--- src/rtl/bomberman_pkg.sv ---
// Shared types and constants for the bomberman top level.
// Button indices, default timing, repeat FSM states.
package bomberman_pkg;

  typedef enum logic [1:0] {
    IDLE,
    DELAY,
    REPEAT
  } rep_state_t;

  localparam int DEBOUNCE_CYC_DEF  = 10000;
  localparam int REPEAT_DELAY_DEF  = 150000;
  localparam int REPEAT_PERIOD_DEF = 50000;

  localparam int BTN_S = 0;
  localparam int BTN_U = 1;
  localparam int BTN_D = 2;
  localparam int BTN_L = 3;
  localparam int BTN_R = 4;

  // Bits needed to count 0..n-1, never below one bit.
  function automatic int cnt_w(input int n);
    return (n < 2) ? 1 : $clog2(n);
  endfunction

endpackage

--- src/rtl/btn_channel.sv ---
// One button: synchroniser, debounce counter and
// hold-to-repeat FSM with registered pulse outputs.
module btn_channel
  import bomberman_pkg::*;
#(
  parameter int SYNC_STAGES   = 2,
  parameter int DEBOUNCE_CYC  = DEBOUNCE_CYC_DEF,
  parameter int REPEAT_DELAY  = REPEAT_DELAY_DEF,
  parameter int REPEAT_PERIOD = REPEAT_PERIOD_DEF,
  parameter bit REPEAT_EN     = 1'b1
) (
  input  logic clk,
  input  logic rst_n,
  input  logic i_btn_raw,
  input  logic i_hold,
  output logic o_level,
  output logic o_press,
  output logic o_release,
  output logic o_rep
);

  localparam int DW = cnt_w(DEBOUNCE_CYC);
  localparam int RMAX =
    (REPEAT_DELAY > REPEAT_PERIOD) ?
    REPEAT_DELAY : REPEAT_PERIOD;
  localparam int RW = cnt_w(RMAX);

  localparam logic [DW-1:0] D_TERM =
    DW'(DEBOUNCE_CYC - 1);
  localparam logic [RW-1:0] RD_TERM =
    RW'(REPEAT_DELAY - 1);
  localparam logic [RW-1:0] RP_TERM =
    RW'(REPEAT_PERIOD - 1);

  logic [SYNC_STAGES-1:0] r_sync;
  logic [DW-1:0]          r_dcnt;
  logic                   r_level;
  logic                   r_press;
  logic                   r_release;
  logic                   r_rep;
  logic [RW-1:0]          r_rcnt;
  rep_state_t             r_state;

  logic                   w_s;
  logic                   w_diff;
  logic                   w_dterm;
  logic                   w_rise;
  logic                   w_fall;
  rep_state_t             w_state_nxt;
  logic [RW-1:0]          w_rcnt_nxt;
  logic                   w_rep_nxt;

  assign w_s     = r_sync[SYNC_STAGES-1];
  assign w_diff  = w_s ^ r_level;
  assign w_dterm = w_diff && (r_dcnt == D_TERM);
  assign w_rise  = w_dterm && !r_level;
  assign w_fall  = w_dterm && r_level;

  always_ff @(posedge clk or negedge rst_n) begin
    if (!rst_n) begin
      r_sync    <= '0;
      r_dcnt    <= '0;
      r_level   <= 1'b0;
      r_press   <= 1'b0;
      r_release <= 1'b0;
    end else begin
      r_sync <= {r_sync[SYNC_STAGES-2:0], i_btn_raw};
      if (!w_diff || w_dterm)
        r_dcnt <= '0;
      else if (r_dcnt != D_TERM)
        r_dcnt <= r_dcnt + 1'b1;
      if (w_dterm)
        r_level <= ~r_level;
      r_press   <= w_rise && !i_hold;
      r_release <= w_fall && !i_hold;
    end
  end

  always_ff @(posedge clk or negedge rst_n) begin
    if (!rst_n) begin
      r_state <= IDLE;
      r_rcnt  <= '0;
      r_rep   <= 1'b0;
    end else begin
      r_state <= w_state_nxt;
      r_rcnt  <= w_rcnt_nxt;
      r_rep   <= w_rep_nxt;
    end
  end

  always_comb begin
    w_state_nxt = r_state;
    w_rcnt_nxt  = r_rcnt;
    w_rep_nxt   = 1'b0;
    case (r_state)
      IDLE: begin
        if (w_rise) begin
          w_state_nxt = DELAY;
          w_rcnt_nxt  = '0;
          w_rep_nxt   = 1'b1;
        end
      end
      DELAY: begin
        if (r_rcnt == RD_TERM) begin
          w_state_nxt = REPEAT;
          w_rcnt_nxt  = '0;
          w_rep_nxt   = 1'b1;
        end else begin
          w_rcnt_nxt = r_rcnt + 1'b1;
        end
      end
      REPEAT: begin
        if (r_rcnt == RP_TERM) begin
          w_rcnt_nxt = '0;
          w_rep_nxt  = 1'b1;
        end else begin
          w_rcnt_nxt = r_rcnt + 1'b1;
        end
      end
      default: begin
        w_state_nxt = IDLE;
        w_rcnt_nxt  = '0;
      end
    endcase
    // Release beats a coincident repeat tick.
    if (w_fall) begin
      w_state_nxt = IDLE;
      w_rcnt_nxt  = '0;
      w_rep_nxt   = 1'b0;
    end
    if (i_hold || !REPEAT_EN) begin
      w_state_nxt = IDLE;
      w_rcnt_nxt  = '0;
      w_rep_nxt   = !REPEAT_EN && w_rise && !i_hold;
    end
  end

  assign o_level   = r_level;
  assign o_press   = r_press;
  assign o_release = r_release;
  assign o_rep     = r_rep;

endmodule

--- src/rtl/btn_conditioner.sv ---
// Multi-channel button conditioner: one independent
// btn_channel per button, repeat enabled per channel.
module btn_conditioner
  import bomberman_pkg::*;
#(
  parameter int N_CH          = 5,
  parameter int SYNC_STAGES   = 2,
  parameter int DEBOUNCE_CYC  = DEBOUNCE_CYC_DEF,
  parameter int REPEAT_DELAY  = REPEAT_DELAY_DEF,
  parameter int REPEAT_PERIOD = REPEAT_PERIOD_DEF,
  parameter logic [N_CH-1:0] REPEAT_EN =
    N_CH'(5'b11110)
) (
  input  logic            clk,
  input  logic            rst_n,
  input  logic [N_CH-1:0] i_btn_raw,
  input  logic            i_hold,
  output logic [N_CH-1:0] o_level,
  output logic [N_CH-1:0] o_press,
  output logic [N_CH-1:0] o_release,
  output logic [N_CH-1:0] o_rep
);

  for (genvar g = 0; g < N_CH; g++) begin : g_ch
    btn_channel #(
      .SYNC_STAGES  (SYNC_STAGES),
      .DEBOUNCE_CYC (DEBOUNCE_CYC),
      .REPEAT_DELAY (REPEAT_DELAY),
      .REPEAT_PERIOD(REPEAT_PERIOD),
      .REPEAT_EN    (REPEAT_EN[g])
    ) u_ch (
      .clk      (clk),
      .rst_n    (rst_n),
      .i_btn_raw(i_btn_raw[g]),
      .i_hold   (i_hold),
      .o_level  (o_level[g]),
      .o_press  (o_press[g]),
      .o_release(o_release[g]),
      .o_rep    (o_rep[g])
    );
  end

endmodule

--- config.mk ---
export PLATFORM = sky130hd
export DESIGN_NAME = btn_conditioner
export DESIGN_NICKNAME = d
export VERILOG_FILES = /design/src/rtl/bomberman_pkg.sv /design/src/rtl/btn_channel.sv /design/src/rtl/btn_conditioner.sv
export SDC_FILE = /design/constraint.sdc
export NUM_CORES = 1
export LEC_CHECK = 0
export ABC_AREA = 1
export BUFFER_PORTS_ARGS = -buffer_cell sky130_fd_sc_hd__clkbuf_2
export CAP_MARGIN = 20
export CORE_MARGIN = 2
export CORE_UTILIZATION = 63
export DETAILED_ROUTE_END_ITERATION = 8
export PLACE_DENSITY_LB_ADDON = 0.25
export SLEW_MARGIN = 0
export SYNTH_ARGS = -nofsm -noshare
export SYNTH_HDL_FRONTEND = slang
export SYNTH_SLANG_ARGS = --single-unit
--- constraint.sdc ---
create_clock -name clk -period 1.85 [get_ports clk]
set_input_delay 0 -clock clk [delete_from_list [all_inputs] [get_ports clk]]
set_output_delay 0 -clock clk [all_outputs]
set_load 0.01 [all_outputs]
==> out/results.ini, run 1 <==
[status]
outcome = finished with violations
violations = setup timing

[die]
die-area_um2 = 17400
die_w_um = 132
start_util = 0.645
core-area_um2 = 15900
die_h_um = 132
io_pins = 28
row_count = 46

[worst_setup_path]
crit_chain = ha_2 > nand2_2 > inv_2 > nand2_4 > nor3_4 > nand3_2 > nand2_4 > buf_12 > buf_12 > nand2_4 > xor2_2 > nor2_4
crit_fanout = 7
cp_slowest_stage_delay_ps = 390
cp_top_family = simple AND/OR/NAND/NOR gates
path_buf_inv = 3
slowest_stage = dfrtp_1
crit_path_start_kind = flip-flop
cp_data_required_time_ps = 2170
cpMostUsedCell = nand2_4
critPathKind = flip-flop to flip-flop
crit_arrival_ps = 2230
end_kind = flip-flop

[drt]
wirelength_um = 23600
drtAntennaViolNets = 0
drt_iter0_drc = 711
vias = 9169
wl_per_cell_um = 14.2
dr.pass1.iters = 5
viasPerCell = 5.51
post-route-drc-count = 0

[placement]
dpl.hpwl_um = 15400
place.gp.congestion = 0.963
pre_cts_ws_ps = -37.0
portBuffers = 27

[synthesis]
yosys_warnings = 0
synth.top_cell.area_share = 0.436
ys_types = 41
synth-seq-area-share = 0.436
syn_inst = 1371
syn_avg_cell_area_um2 = 7.50
async_reset_ff_frac = 1.00
syn_area_um2 = 10300
syn_nets = 1408
yosys_register_bits = 179
synth_edf_count = 0
synth.largest_area_cell = dfrtp_1
ys.flop_type = dfrtp_1
synthTopCellsByArea = dfrtp_1 44%, nand2_1 11%, nor2_1 8.0%, inv_1 6.7%, nand3_1 5.6%

[cts]
ctsHtreeMaxLevel = 4
root_buffer = clkbuf_16
numCtsBuffers = 17
cts_max_path_buffers = 2
insertion_delay_ps = 430
path_clk_slew_ps = 70
cts_tree = built
clock_sinks = 179

[sta]
worstMarginPinSlew_ps = 646
slew_violations = 0
period_minus_slack_ps = 1910
layout_setup_ws_ps = -61.2
hold_slack_ps = 68.6
fmax_mhz = 523
relSlewSlack = 0.565
finalClockSkew_ps = 9.46
grt_setup_unrepaired = yes
post-route-period-util = 1.03
timing.final.hold_violations = 0
finalSetupViolCount = 15

[final_layout]
fin_nets = 1473
final_common_cell = nand2_1
antennaDiodeCount = 0
final_cell_mix = 281 x nand2_1, 197 x nor2_1, 179 x inv_1
layout-drive-gt1-share = 0.156
final_util = 0.757
area_delta_synth_final_pct = 17.4

[flow_run]
drv_cap = 0

[grt]
antenna_found_initial = 0
grt_pass1_vias = 8620
grt_overflow = 0
grt_max_degree = 50
grt_usage = 0.266
grt_pass1_wl_um = 38600

[power]
max-vdd-ir-drop_mv = 0.693
powerDensity_nw_per_um2 = 891
leakagePower_uw = 0.00572

[hold_path]
min_path_type = input pin to asynchronous set/reset pin

report_power, final:
group / internal (µW) / switching [µW] / total, µW
Clock: 2210 / 1610 / 3820
Combinational: 1070 / 1650 / 2720
Sequential: 4060 / 149 / 4200
final cells by class:
class	instances	area, µm²
Clock buffer	18	439
Tap cell	216	270
Inverter	194	736
Fill cell	1140	3880
Clock inverter	14	189
Timing Repair Buffer	85	776
Sequential cell	179	4480
Multi-Input combinational cell	959	5170
what timing repair did:
item	4_1_cts	5_1_grt
gates resized for setup	1	111
setup endpoints to repair	13	79
pin swaps	1	19
gates cloned	0	3
hold buffers	7	0
setup buffers	2	9
hold endpoints to repair	190	0
metrics by stage:
stage | cells | setup TNS [ps] | area, µm² | power [µW]
global placement | 1612 | 0 | 10800 | 6340
global route | 1665 | -2500 | 12100 | 11300
floorplan | 1371 | 0 | 10300 | 5760
finish | 1665 | -471 | 12100 | 10700
detailed placement | 1612 | -372 | 10800 | 6410
CTS | 1653 | 0 | 11500 | 10300
path summary, 6_finish.rpt:
kind	start	endpoint	slack (ps)	cells past startpoint
max reg2reg	g_ch[2].u_ch.r_dcnt[0]	g_ch[2].u_ch.r_rcnt[9]	-60	12
min in group clk	i_btn_raw[0]	g_ch[0].u_ch.r_sync[0]	220	2
min reg2reg	g_ch[4].u_ch.r_sync[0]	g_ch[4].u_ch.r_sync[1]	350	0
max in group asynchronous	rst_n	g_ch[1].u_ch.r_rcnt[6]	1140	3
min	rst_n	g_ch[2].u_ch.r_dcnt[10]	70	2
max	g_ch[2].u_ch.r_dcnt[0]	g_ch[2].u_ch.r_rcnt[9]	-60	12
Yosys cell counts, drive strengths merged (2+ instances only):
cell,instances
nor3b,13
a21oi,37
a21o,2
clkbuf,2
and3,2
nor2,227
nand3,121
nand2,307
xor2,35
a211oi,2
o21ai,46
or2,2
nor3,69
nor4,9
a31oi,5
o21a,5
nand4,35
o211ai,2
dfrtp,179
xnor2,5
ha,29
buf,37
inv,194
nand3b,3
state kept, by name, indices dropped and copies added (netlist names):
register,cells
g_ch.u_ch.o_rep,4
g_ch.u_ch.r_state,8
g_ch.u_ch.r_sync,10
g_ch.u_ch.o_release,5
g_ch.u_ch.r_rcnt,72
g_ch.u_ch.o_level,5
g_ch.u_ch.o_press,5
g_ch.u_ch.r_dcnt,70
routing by layer:
layer	track usage	routed length (µm)	up-vias
li1	-	-	4495
met1	0.355	10300	4316
met2	0.439	11500	295
met3	0.0515	1280	63
met4	0.0924	529	0
met5	0	0	-
kinds of logic after synthesis:
kind of cell,after synthesis,share of synthesized area
AO/OA/AOI/OAI,102,0.0589
AND/OR/NAND/NOR,788,0.338
XOR/XNOR,40,0.0341
adder cells (fa/ha/maj),29,0.0353
flip-flops,179,0.436
buffers and inverters,233,0.0983
worst reg2reg max path, cell delays in order, from the launching register on:
cell and delay [ps]:
dfrtp_1 390, ha_2 210, nand2_2 50, inv_2 70
nand2_4 70, nor3_4 200, nand3_2 110, nand2_4 160
buf_12 120, buf_12 130, nand2_4 60, xor2_2 170
nor2_4 50
Note: power is estimated with default switching activity, not from simulation.
==> inputs of run 2 (changes only) <==
Settings changed: PLACE_DENSITY_LB_ADDON 0.25 to 0.12.
==> run 2 against run 1 <==
Worst hold slack got worse by 3.3 ps. Sequential share of layout area increased by 0.97 points. Core utilization is 1.9 points lower. Critical path depth is 1 lower. Total power fell by 3.8%. Via count is 2.9% lower. The run now ends clean. Highest routed layer unchanged. Wire length down 8.9%. First-iteration DRC count is 11% lower. Cell count down 0.18%. Clock power shrank 5%. Register-to-register slack better by 80 ps. Largest power group unchanged. Fmax increased by 4.4%.
==> out/results.ini, run 2 (synthesis gave the netlist of run 1 again) <==
[status]
outcome = finished, final reports clean

[power]
leakagePower_uw = 0.00563  ; -1.6%
clkPwrFrac = 0.352  ; -0.003
power_uw = 10300  ; -3.8%
powerDensity_nw_per_um2 = 880  ; -1.2%
sw_frac_of_total = 0.312  ; -0.00602
max-vdd-ir-drop_mv = 0.874  ; +26%
combPwrFrac = 0.242  ; -0.011
p_int_uw = 7120  ; -2.9%
power.switching_uw = 3220  ; -5.6%
p_seq_frac = 0.406  ; +0.015

[die]
core-area_um2 = 15900  ; unchanged
row_count = 46  ; unchanged
die-area_um2 = 17400  ; unchanged
io_pins = 28  ; unchanged
die_h_um = 132  ; unchanged
start_util = 0.645  ; unchanged
die_w_um = 132  ; unchanged

[cts]
insertion_delay_ps = 430  ; about the same
numCtsBuffers = 17  ; unchanged
cts_tree = built
path_clk_slew_ps = 70  ; about the same
ctsHtreeMaxLevel = 4  ; unchanged
clock_sinks = 179  ; unchanged
root_buffer = clkbuf_16
cts_max_path_buffers = 2  ; unchanged

[drt]
wirelength_um = 21500  ; -8.9%
wl_per_cell_um = 12.9  ; -8.7%
post-route-drc-count = 0  ; unchanged
viasPerCell = 5.36  ; -2.7%
drtAntennaViolNets = 0  ; unchanged
dr.pass1.iters = 5  ; unchanged
vias = 8901  ; -2.9%
drt_iter0_drc = 633  ; -11%

[worst_setup_path]
slowest_stage = dfrtp_1
crit_path_start_kind = flip-flop
crit_fanout = 4  ; -3
crit_chain = ha_2 > nand2_2 > inv_2 > nand2_4 > nor3_4 > nand3_2 > nand3_4 > inv_4 > a21oi_4 > buf_6 > nor2_1
cp_slowest_stage_delay_ps = 370  ; -20 ps
crit_arrival_ps = 2150  ; -80 ps
end_kind = flip-flop
r2r_slack_ps = 20  ; +80 ps
critPathKind = flip-flop to flip-flop
cp_data_required_time_ps = 2170  ; about the same

[placement]
dpl.hpwl_um = 15100  ; -1.8%
portBuffers = 27  ; unchanged
placed_area_um2 = 10800  ; about the same
place.gp.congestion = 0.950  ; -1.3%

[grt]
grt_pass1_vias = 8304  ; -3.7%
grt_overflow = 0  ; unchanged
grt_pass1_wl_um = 36700  ; -4.9%
grt_max_degree = 68  ; +36%
grt_usage = 0.252  ; -0.0142
antenna_found_initial = 0  ; unchanged

[sta]
post-route-period-util = 0.989  ; -0.0437
relSlewSlack = 0.666  ; +0.101
timing.final.hold_violations = 0  ; unchanged
hold_slack_ps = 65.3  ; -3.32 ps
fmax_mhz = 546  ; +4.4%
period_minus_slack_ps = 1830  ; -80.8 ps
finalClockSkew_ps = 6.81  ; -2.66 ps
fin_setup_tns_ps = 0  ; +471 ps
slew_violations = 0  ; unchanged
worstMarginPinSlew_ps = 499  ; -146 ps
finalSetupViolCount = 0  ; -15
grt_setup_unrepaired = yes

[final_layout]
final_util = 0.737  ; -0.0194
layout-drive-gt1-share = 0.132  ; -0.0239
postLayoutCellArea_um2 = 11800  ; -2.6%
area_delta_synth_final_pct = 14.3
final_common_cell = nand2_1
antennaDiodeCount = 0  ; unchanged
fill_cells = 1296  ; +14%
largest_register_ffs = 72  ; unchanged
reg.largest.list = g_ch.u_ch.r_rcnt: 72 flops, g_ch.u_ch.r_dcnt: 70 flops, g_ch.u_ch.r_sync: 10 flops
regMostFlops = g_ch.u_ch.r_rcnt
fin_nets = 1470  ; -0.20%
final_cell_mix = 290 x nand2_1, 206 x nor2_1, 182 x inv_1

[hold_path]
min_path_type = input pin to asynchronous set/reset pin

[flow_run]
drv_cap = 0  ; unchanged

run 2: cell count changes in the layout (fill, tap and decap cells not counted), moves of 3 or more:
cell,previous run,this run
nand2_1,281,290
nor2_1,197,206
nor2_4,14,5
xor2_1,26,33
nand2_4,8,2
xor2_2,8,2
inv_6,7,3
inv_1,179,182
nand3_2,13,10
run 2: final cells by class:
| class | instances | area (µm²) | share of cell area |
|---|---|---|---|
| inverters | 194 | 731 | 0.0622 |
| multi-input cells | 959 | 4970 | 0.423 |
| clock inverters | 13 | 149 | 0.0127 |
| clock buffers | 19 | 453 | 0.0385 |
| well taps | 216 | 270 | 0.0230 |
| repair buffers | 82 | 702 | 0.0597 |
| flip-flops and latches | 179 | 4480 | 0.381 |
run 2: per-layer routing:
| layer | track usage | wire, µm |
|---|---|---|
| met3 | 0.0458 | 724 |
| met2 | 0.416 | 10200 |
| met1 | 0.343 | 10100 |
| met5 | 0 | 0 |
| met4 | 0.0731 | 409 |
run 2: worst paths after layout:
check	start	depth (start not counted)	to
worst max-delay path	g_ch[1].u_ch.r_dcnt[1]	11	g_ch[1].u_ch.r_rcnt[12]
worst min register to register	g_ch[4].u_ch.r_sync[0]	0	g_ch[4].u_ch.r_sync[1]
worst max register to register	g_ch[1].u_ch.r_dcnt[1]	11	g_ch[1].u_ch.r_rcnt[12]
max in group asynchronous	rst_n	3	g_ch[2].u_ch.r_dcnt[5]
worst min-delay path	rst_n	2	g_ch[2].u_ch.r_rcnt[8]
min in group clk	i_btn_raw[0]	2	g_ch[0].u_ch.r_sync[0]
run 2: through the flow:
stage / worst slack [ps] / std cells
after global routing: -87.9 / 1662
after floorplan: 247 / 1371
final: 19.6 / 1662
after global placement: 78.3 / 1610
after detailed placement: -1.01 / 1610
after CTS: 23.2 / 1652
run 2: timing repair:
| item | in CTS | in global routing |
|---|---|---|
| gates cloned | 0 | 1 |
| pin swaps | 2 | 11 |
| setup endpoints to repair | 13 | 84 |
| endpoints found under the hold margin | 187 | 0 |
| setup buffers | 3 | 9 |
| hold buffers | 7 | 0 |
| resized for setup | 2 | 58 |
run 2: power groups by stage:
stage	registers (µW)	clock network [µW]	logic, µW
6_report	4200	3640	2500
5_1_grt	4220	3870	2760
3_3_place_gp	4260	0	2140
2_1_floorplan	4230	0	1530
3_5_place_dp	4270	0	2180
4_1_cts	4200	3710	2260
run 2: critical path: cells and delay by family, from the launching register on:
kind                       cells  cell delay, ps
DFF                            1             370
AOI/OAI and AO/OA              1             190
buffers and inverters          3             280
and+or+nand+nor                6             680
adders and majority gates      1             200
